### src/rtl/gray_code_converter_pipe.sv
// Two-stage valid/ready Gray<->binary converter with per-word direction select.
// Optional Gray step checker (step_err output) is built when GRAY_STEP_CHECK_EN is defined.
module gray_code_converter_pipe #(
    parameter int WIDTH     = 4,
    parameter bit MSB_FIRST = 1'b1
) (
    input  logic             clk,
    input  logic             rst_n,
    input  logic             in_valid,
    output logic             in_ready,
    input  logic             in_mode,
    input  logic [WIDTH-1:0] in_data,
    output logic             out_valid,
    input  logic             out_ready,
    output logic             out_mode,
    output logic [WIDTH-1:0] out_data
`ifdef GRAY_STEP_CHECK_EN
    ,
    output logic             step_err
`endif
);

    localparam int STAGES = 2;

    typedef struct packed {
        logic             mode;
        logic [WIDTH-1:0] data;
    } stage_t;

    // Reorder so that the MSB always sits at index WIDTH-1; reversal is its own inverse.
    function automatic logic [WIDTH-1:0] to_canon(input logic [WIDTH-1:0] v);
        logic [WIDTH-1:0] r;
        r = v;
        if (!MSB_FIRST)
            for (int i = 0; i < WIDTH; i++) r[i] = v[WIDTH-1-i];
        return r;
    endfunction

    function automatic logic [WIDTH-1:0] conv(input logic mode, input logic [WIDTH-1:0] v);
        logic [WIDTH-1:0] c, r;
        c = to_canon(v);
        r = '0;
        if (mode) begin
            r = c ^ (c >> 1);
        end else begin
            r[WIDTH-1] = c[WIDTH-1];
            for (int i = WIDTH-2; i >= 0; i--) r[i] = r[i+1] ^ c[i];
        end
        return to_canon(r);
    endfunction

    logic [STAGES:1] vld_pipe;
    stage_t          s1, s2;
    logic            adv1, adv2;

    assign adv2     = !vld_pipe[2] || out_ready;
    assign adv1     = !vld_pipe[1] || adv2;
    assign in_ready = adv1;

    always_ff @(posedge clk or negedge rst_n) begin
        if (!rst_n) begin
            vld_pipe <= '0;
            s1       <= '0;
            s2       <= '0;
        end else begin
            if (adv2) begin
                vld_pipe[2] <= vld_pipe[1];
                s2.mode     <= s1.mode;
                s2.data     <= conv(s1.mode, s1.data);
            end
            if (adv1) begin
                vld_pipe[1] <= in_valid;
                s1.mode     <= in_mode;
                s1.data     <= in_data;
            end
        end
    end

    assign out_valid = vld_pipe[2];
    assign out_mode  = s2.mode;
    assign out_data  = s2.data;

`ifdef GRAY_STEP_CHECK_EN
    logic [WIDTH-1:0] prev_gray;
    logic             seen;
    logic             in_err, s1_err, s2_err;

    // Identical words also flag: a legal Gray step flips exactly one bit.
    assign in_err = !in_mode && seen && ($countones(in_data ^ prev_gray) != 1);

    always_ff @(posedge clk or negedge rst_n) begin
        if (!rst_n) begin
            prev_gray <= '0;
            seen      <= 1'b0;
            s1_err    <= 1'b0;
            s2_err    <= 1'b0;
        end else begin
            if (in_valid && adv1 && !in_mode) begin
                prev_gray <= in_data;
                seen      <= 1'b1;
            end
            if (adv2) s2_err <= s1_err;
            if (adv1) s1_err <= in_err;
        end
    end

    assign step_err = s2_err;
`endif

endmodule
### config.mk
export PLATFORM = sky130hd
export DESIGN_NAME = gray_code_converter_pipe
export DESIGN_NICKNAME = d
export VERILOG_FILES = /design/src/rtl/gray_code_converter_pipe.sv
export SDC_FILE = /design/constraint.sdc
export NUM_CORES = 1
export LEC_CHECK = 0
export ABC_AREA = 1
export BUFFER_PORTS_ARGS = -buffer_cell sky130_fd_sc_hd__buf_2
export CELL_PAD_IN_SITES_DETAIL_PLACEMENT = 0
export CELL_PAD_IN_SITES_GLOBAL_PLACEMENT = 1
export CORE_MARGIN = 2
export CORE_UTILIZATION = 38
export CTS_BUF_LIST = sky130_fd_sc_hd__clkbuf_16
export CTS_CLUSTER_DIAMETER = 50
export DETAILED_ROUTE_END_ITERATION = 12
export HOLD_SLACK_MARGIN = 0.1
export PLACE_DENSITY_LB_ADDON = 0.2
export SLEW_MARGIN = 10
export SYNTH_ARGS = -nofsm -noshare
export SYNTH_HDL_FRONTEND = slang
export SYNTH_SLANG_ARGS = --single-unit
### constraint.sdc
create_clock -name clk -period 1.51 [get_ports clk]
set_input_delay 0.2265 -clock clk [delete_from_list [all_inputs] [get_ports clk]]
set_output_delay 0.2265 -clock clk [all_outputs]
set_load 0.03 [all_outputs]
======== After elaboration in Yosys (flattened, before gate mapping) ========
Index checks and enable logic that the tools add are counted.
storage, ports and cells
  input port bits ......................... 9
  bits in registers ....................... 12
  output and inout port bits .............. 7
  logic and storage cells ................. 15
cells by class
  multiplexer cells ....................... 1
  reduce and logical (&&, ||, !) cells .... 4
  bitwise logic cells ..................... 4
operators with widths
  kind                number
  two-way mux 4 bit   1
  XOR 4 x 3 -> 4 bit  1
  XOR 1 bit           3
  logical NOT 1 bit   2
  logical OR 1 bit    2

======== Logic depth before layout (Yosys ltp) ========
  depth in word-level cells ............... 4
  mapped depth ............................ 8
  depth with buffers taken out ............ 8

======== Least setup slack after synthesis ========
Ideal clock, no wire load.
  kind .................................... reg2reg
  from .................................... reg vld_pipe[2] (netlist bit)
  to ...................................... reg s1[1] (netlist bit)
  library setup time ...................... 0.120 ns
  setup slack ............................. 0.257 ns
  arrival ................................. 1.133 ns
  period minus slack after synthesis ...... 1.253 ns
  path buffers ............................ 1
  data required time ...................... 1.390 ns
  cell stages (with the launch flop) ...... 7
  cells stage by stage .................... dfrtp_1 > inv_1 > nor2_4 > nand2_2 > buf_6 > nand2_1 > o21ai_2
on the way
  longest elaborated chain between the ends .. 3
RTL lines
  element             RTL line  RTL
  from (decl)         52        logic [STAGES:1] vld_pipe;
  logical NOT 1 bit   56        assign adv2 = !vld_pipe[2] || out_ready;
  logical OR 1 bit    56
  logical OR 1 bit    57        assign adv1 = !vld_pipe[1] || adv2;
  named net in_ready  10        output logic in_ready,
  to (decl)           53        stage_t s1, s2;
The timed path passes the listed nets, and every way through them passes these cells.
A chain may end at the register's enable or synchronous reset.

======== Final worst setup path ========
  from .................................... reg vld_pipe[2] (netlist bit)
  to ...................................... out in_ready
on the way
  longest elaborated chain between the ends .. 3
RTL lines
  element            RTL line
  logical NOT 1 bit  56
  logical OR 1 bit   56
  logical OR 1 bit   57
  to (decl)          10
Every way passes these cells.

==> qor.yml <==
power:
  p_per_area_nw_per_um2: 1510
  pwr-share-seq: 0.356
  p_int_w: 0.000785
  p_leak_nw: 0.375
  clkPwrFrac: 0.442
  vdd_drop_max_mv: 0.698
  p_comb_frac: 0.202
  netSwitchingPower_w: 0.000312
  finalPower_w: 0.00110
  netSwitchingFraction: 0.284
floorplan:
  die_area_um2: 1770
  die_w_um: 42.1
  fp.dieH_um: 42.1
  rows: 13
  start_util: 0.413
  core-area_um2: 1330
  pin_count: 16
setup_path:
  path_max_fanout: 12
  critPathTopFamily: "simple AND/OR/NAND/NOR gates"
  critical_path.startpoint_type: "flop"
  cp-end-kind: "output pin"
  reg2reg_slack_ns: 0.44
  crit_required_ns: 1.28
  cpPeakStageDelay_ns: 0.33
  crit_arrival_ns: 1.20
  rr_startpoint: "s1[2]"
  crit_chain: "inv_1, nor2_4, nand2_4, buf_2"
  worst_r2r_path_depth: 8
  worstSetupPathType: "reg2out"
  critPathBufInv: 2
  worst_path_max_delay_cell: "dfrtp_1"
  worstReg2RegEnd: "out_data[0]"
global_routing:
  grt.overflow.total: 0
  track_usage: 0.134
  grt_max_degree: 13
  grt_pass1_wl_mm: 1.72
  antenna_found_initial: 0
  first_global_vias: 400
timing:
  period_needed_ns: 1.42
  drv_slew: 0
  worst_slew_pin_slew_ns: 0.265
  skew_ns: 0.000467
  finalCritPeriodShare: 0.944
  maxSlewHeadroom: 0.823
  final_hold_viol_count: 0
  max_freq_ghz: 0.702
  rsz0062_at_grt: "false"
  setup_tns_ns: 0
  setup_viol: 0
cts:
  root_buffer: "clkbuf_16"
  cts_tree: "done"
  cts_sinks: 12
  clk_latency_ns: 0.24
  numCtsBuffers: 3
  cts.htree.levels: 1
  clock_path_buffers: 2
  path_clk_slew_ns: 0.04
  cts_setup_buffers: 0
synthesis:
  synthesis.nets: 68
  syn_inst: 59
  yosysWarnings: 0
  synth.avg_cell_area_um2: 9.33
  netlist_area_um2: 551
  ys_seq_area_frac: 0.545
  ys_ff_latch: 12
  yosys.cell_types.count: 16
place:
  dpl.hpwl_um: 729
  port_buffers: 15
  globalplace.congestion: 0.768
detailed_routing:
  drc: 0
  via_per_inst: 4.59
  vias: 427
  ant_nets: 0
  wl_um: 967
  drt-wirelength-per-cell_um: 10.4
  dr.pass1.iters: 4
  drt_iter0_drc: 3
layout:
  fillers: 137
  multiInputGateArea_um2: 214
  final_common_cell: "nand2_1"
  regArea_um2: 300
  areaGrowthSynthToFinish_pct: 32.0
  drive_gt1_frac: 0.410
  nets: 88
  mostFrequentLayoutCells: "16 x nand2_1, 15 x buf_2, 12 x dfrtp_1, 5 x o21ai_2"
  insertedDiodeCount: 0
hold_path:
  hold_start: "in_valid"
  hold_path_end: "vld_pipe[1]"
  hold_path_class: "in2reg"
  holdPathStages: 3
flow_run:
  maxCapViolCount: 0
run_status:
  status: "finished clean"
logic make-up (layout without fill, tap and decap cells):
family	after synthesis	in the layout	share of synthesized area
flip-flops	12	12	0.545
buffers and inverters	9	28	0.0750
AND/OR/NAND/NOR	27	27	0.241
AO/OA/AOI/OAI	11	11	0.139
worst reg2reg max path, cell delays in order (launching register included):
cell and delay [ns]:
dfrtp_1 0.39, inv_2 0.10, nand2_1 0.08, nand3_2 0.08, nand3_2 0.09, nand2_2 0.06, nand2_1 0.04, nand3_1 0.07
nand2_1 0.05
flip-flops by register name, summed over array words and instances, names as in the netlist:
signal and flops:
out_mode 1, vld_pipe 2, out_data 4, s1 5
power groups by stage:
stage	clock network, W	registers (W)	logic (W)
floorplan	0	0.000448	0.000107
global placement	0	0.000394	0.000220
detailed placement	0	0.000395	0.000221
CTS	0.000496	0.000391	0.000225
global route	0.000513	0.000396	0.000245
finish	0.000485	0.000390	0.000221
metal layers:
layer | global-route usage | up-vias | part of all wire
met5 | 0 | - | 0
met4 | 0.0938 | 0 | 0.022
met3 | 0.0388 | 2 | 0.057
met2 | 0.184 | 15 | 0.43
met1 | 0.177 | 182 | 0.49
li1 | - | 228 | -
synth_stat cells:
library cell	instances	area share
a21oi_1	1	0.0091
a31oi_1	2	0.023
buf_6	1	0.020
dfrtp_1	12	0.55
inv_1	4	0.027
inv_2	4	0.027
nand2_1	16	0.11
nand2_2	2	0.023
nand3_1	3	0.027
nand3_2	2	0.036
nor2_1	2	0.014
nor2_4	1	0.020
o21ai_0	1	0.0091
o21ai_1	2	0.018
o21ai_2	5	0.080
or2_1	1	0.011
timing repair:
item,in CTS,in global routing
hold buffers,1,0
resized for setup,1,0
endpoints found under the hold margin,12,0
endpoints found under the setup margin,1,0
final cells by class:
type | count | share of cell area
sequential | 12 | 0.413
multi-input combinational | 38 | 0.294
timing repair buffer | 16 | 0.117
clock buffer | 3 | 0.103
inverter | 8 | 0.0413
tap | 15 | 0.0258
clock inverter | 1 | 0.00516
worst max-delay path by stage:
stage,slack [ns],endpoint,start,cells past startpoint
after floorplan,0.26,s1[1],vld_pipe[2],6
after global placement,0.29,in_ready,vld_pipe[2],4
after detailed placement,0.26,in_ready,vld_pipe[2],4
after CTS,0.07,in_ready,vld_pipe[2],4
after global routing,0.003,in_ready,vld_pipe[2],4
final,0.09,in_ready,vld_pipe[2],4
per-stage QoR:
stage	hold slack (ns)	instances	utilization	cell area, um2	worst slack [ns]
after floorplan	-0.0691	59	-	551	0.257
after global placement	0.116	88	0.475	633	0.288
after detailed placement	0.117	88	0.475	633	0.259
after CTS	0.172	93	0.545	727	0.0722
after global routing	0.199	93	0.545	727	0.00300
final	0.177	93	0.545	727	0.0852
Power figures use the tool's default switching activity.
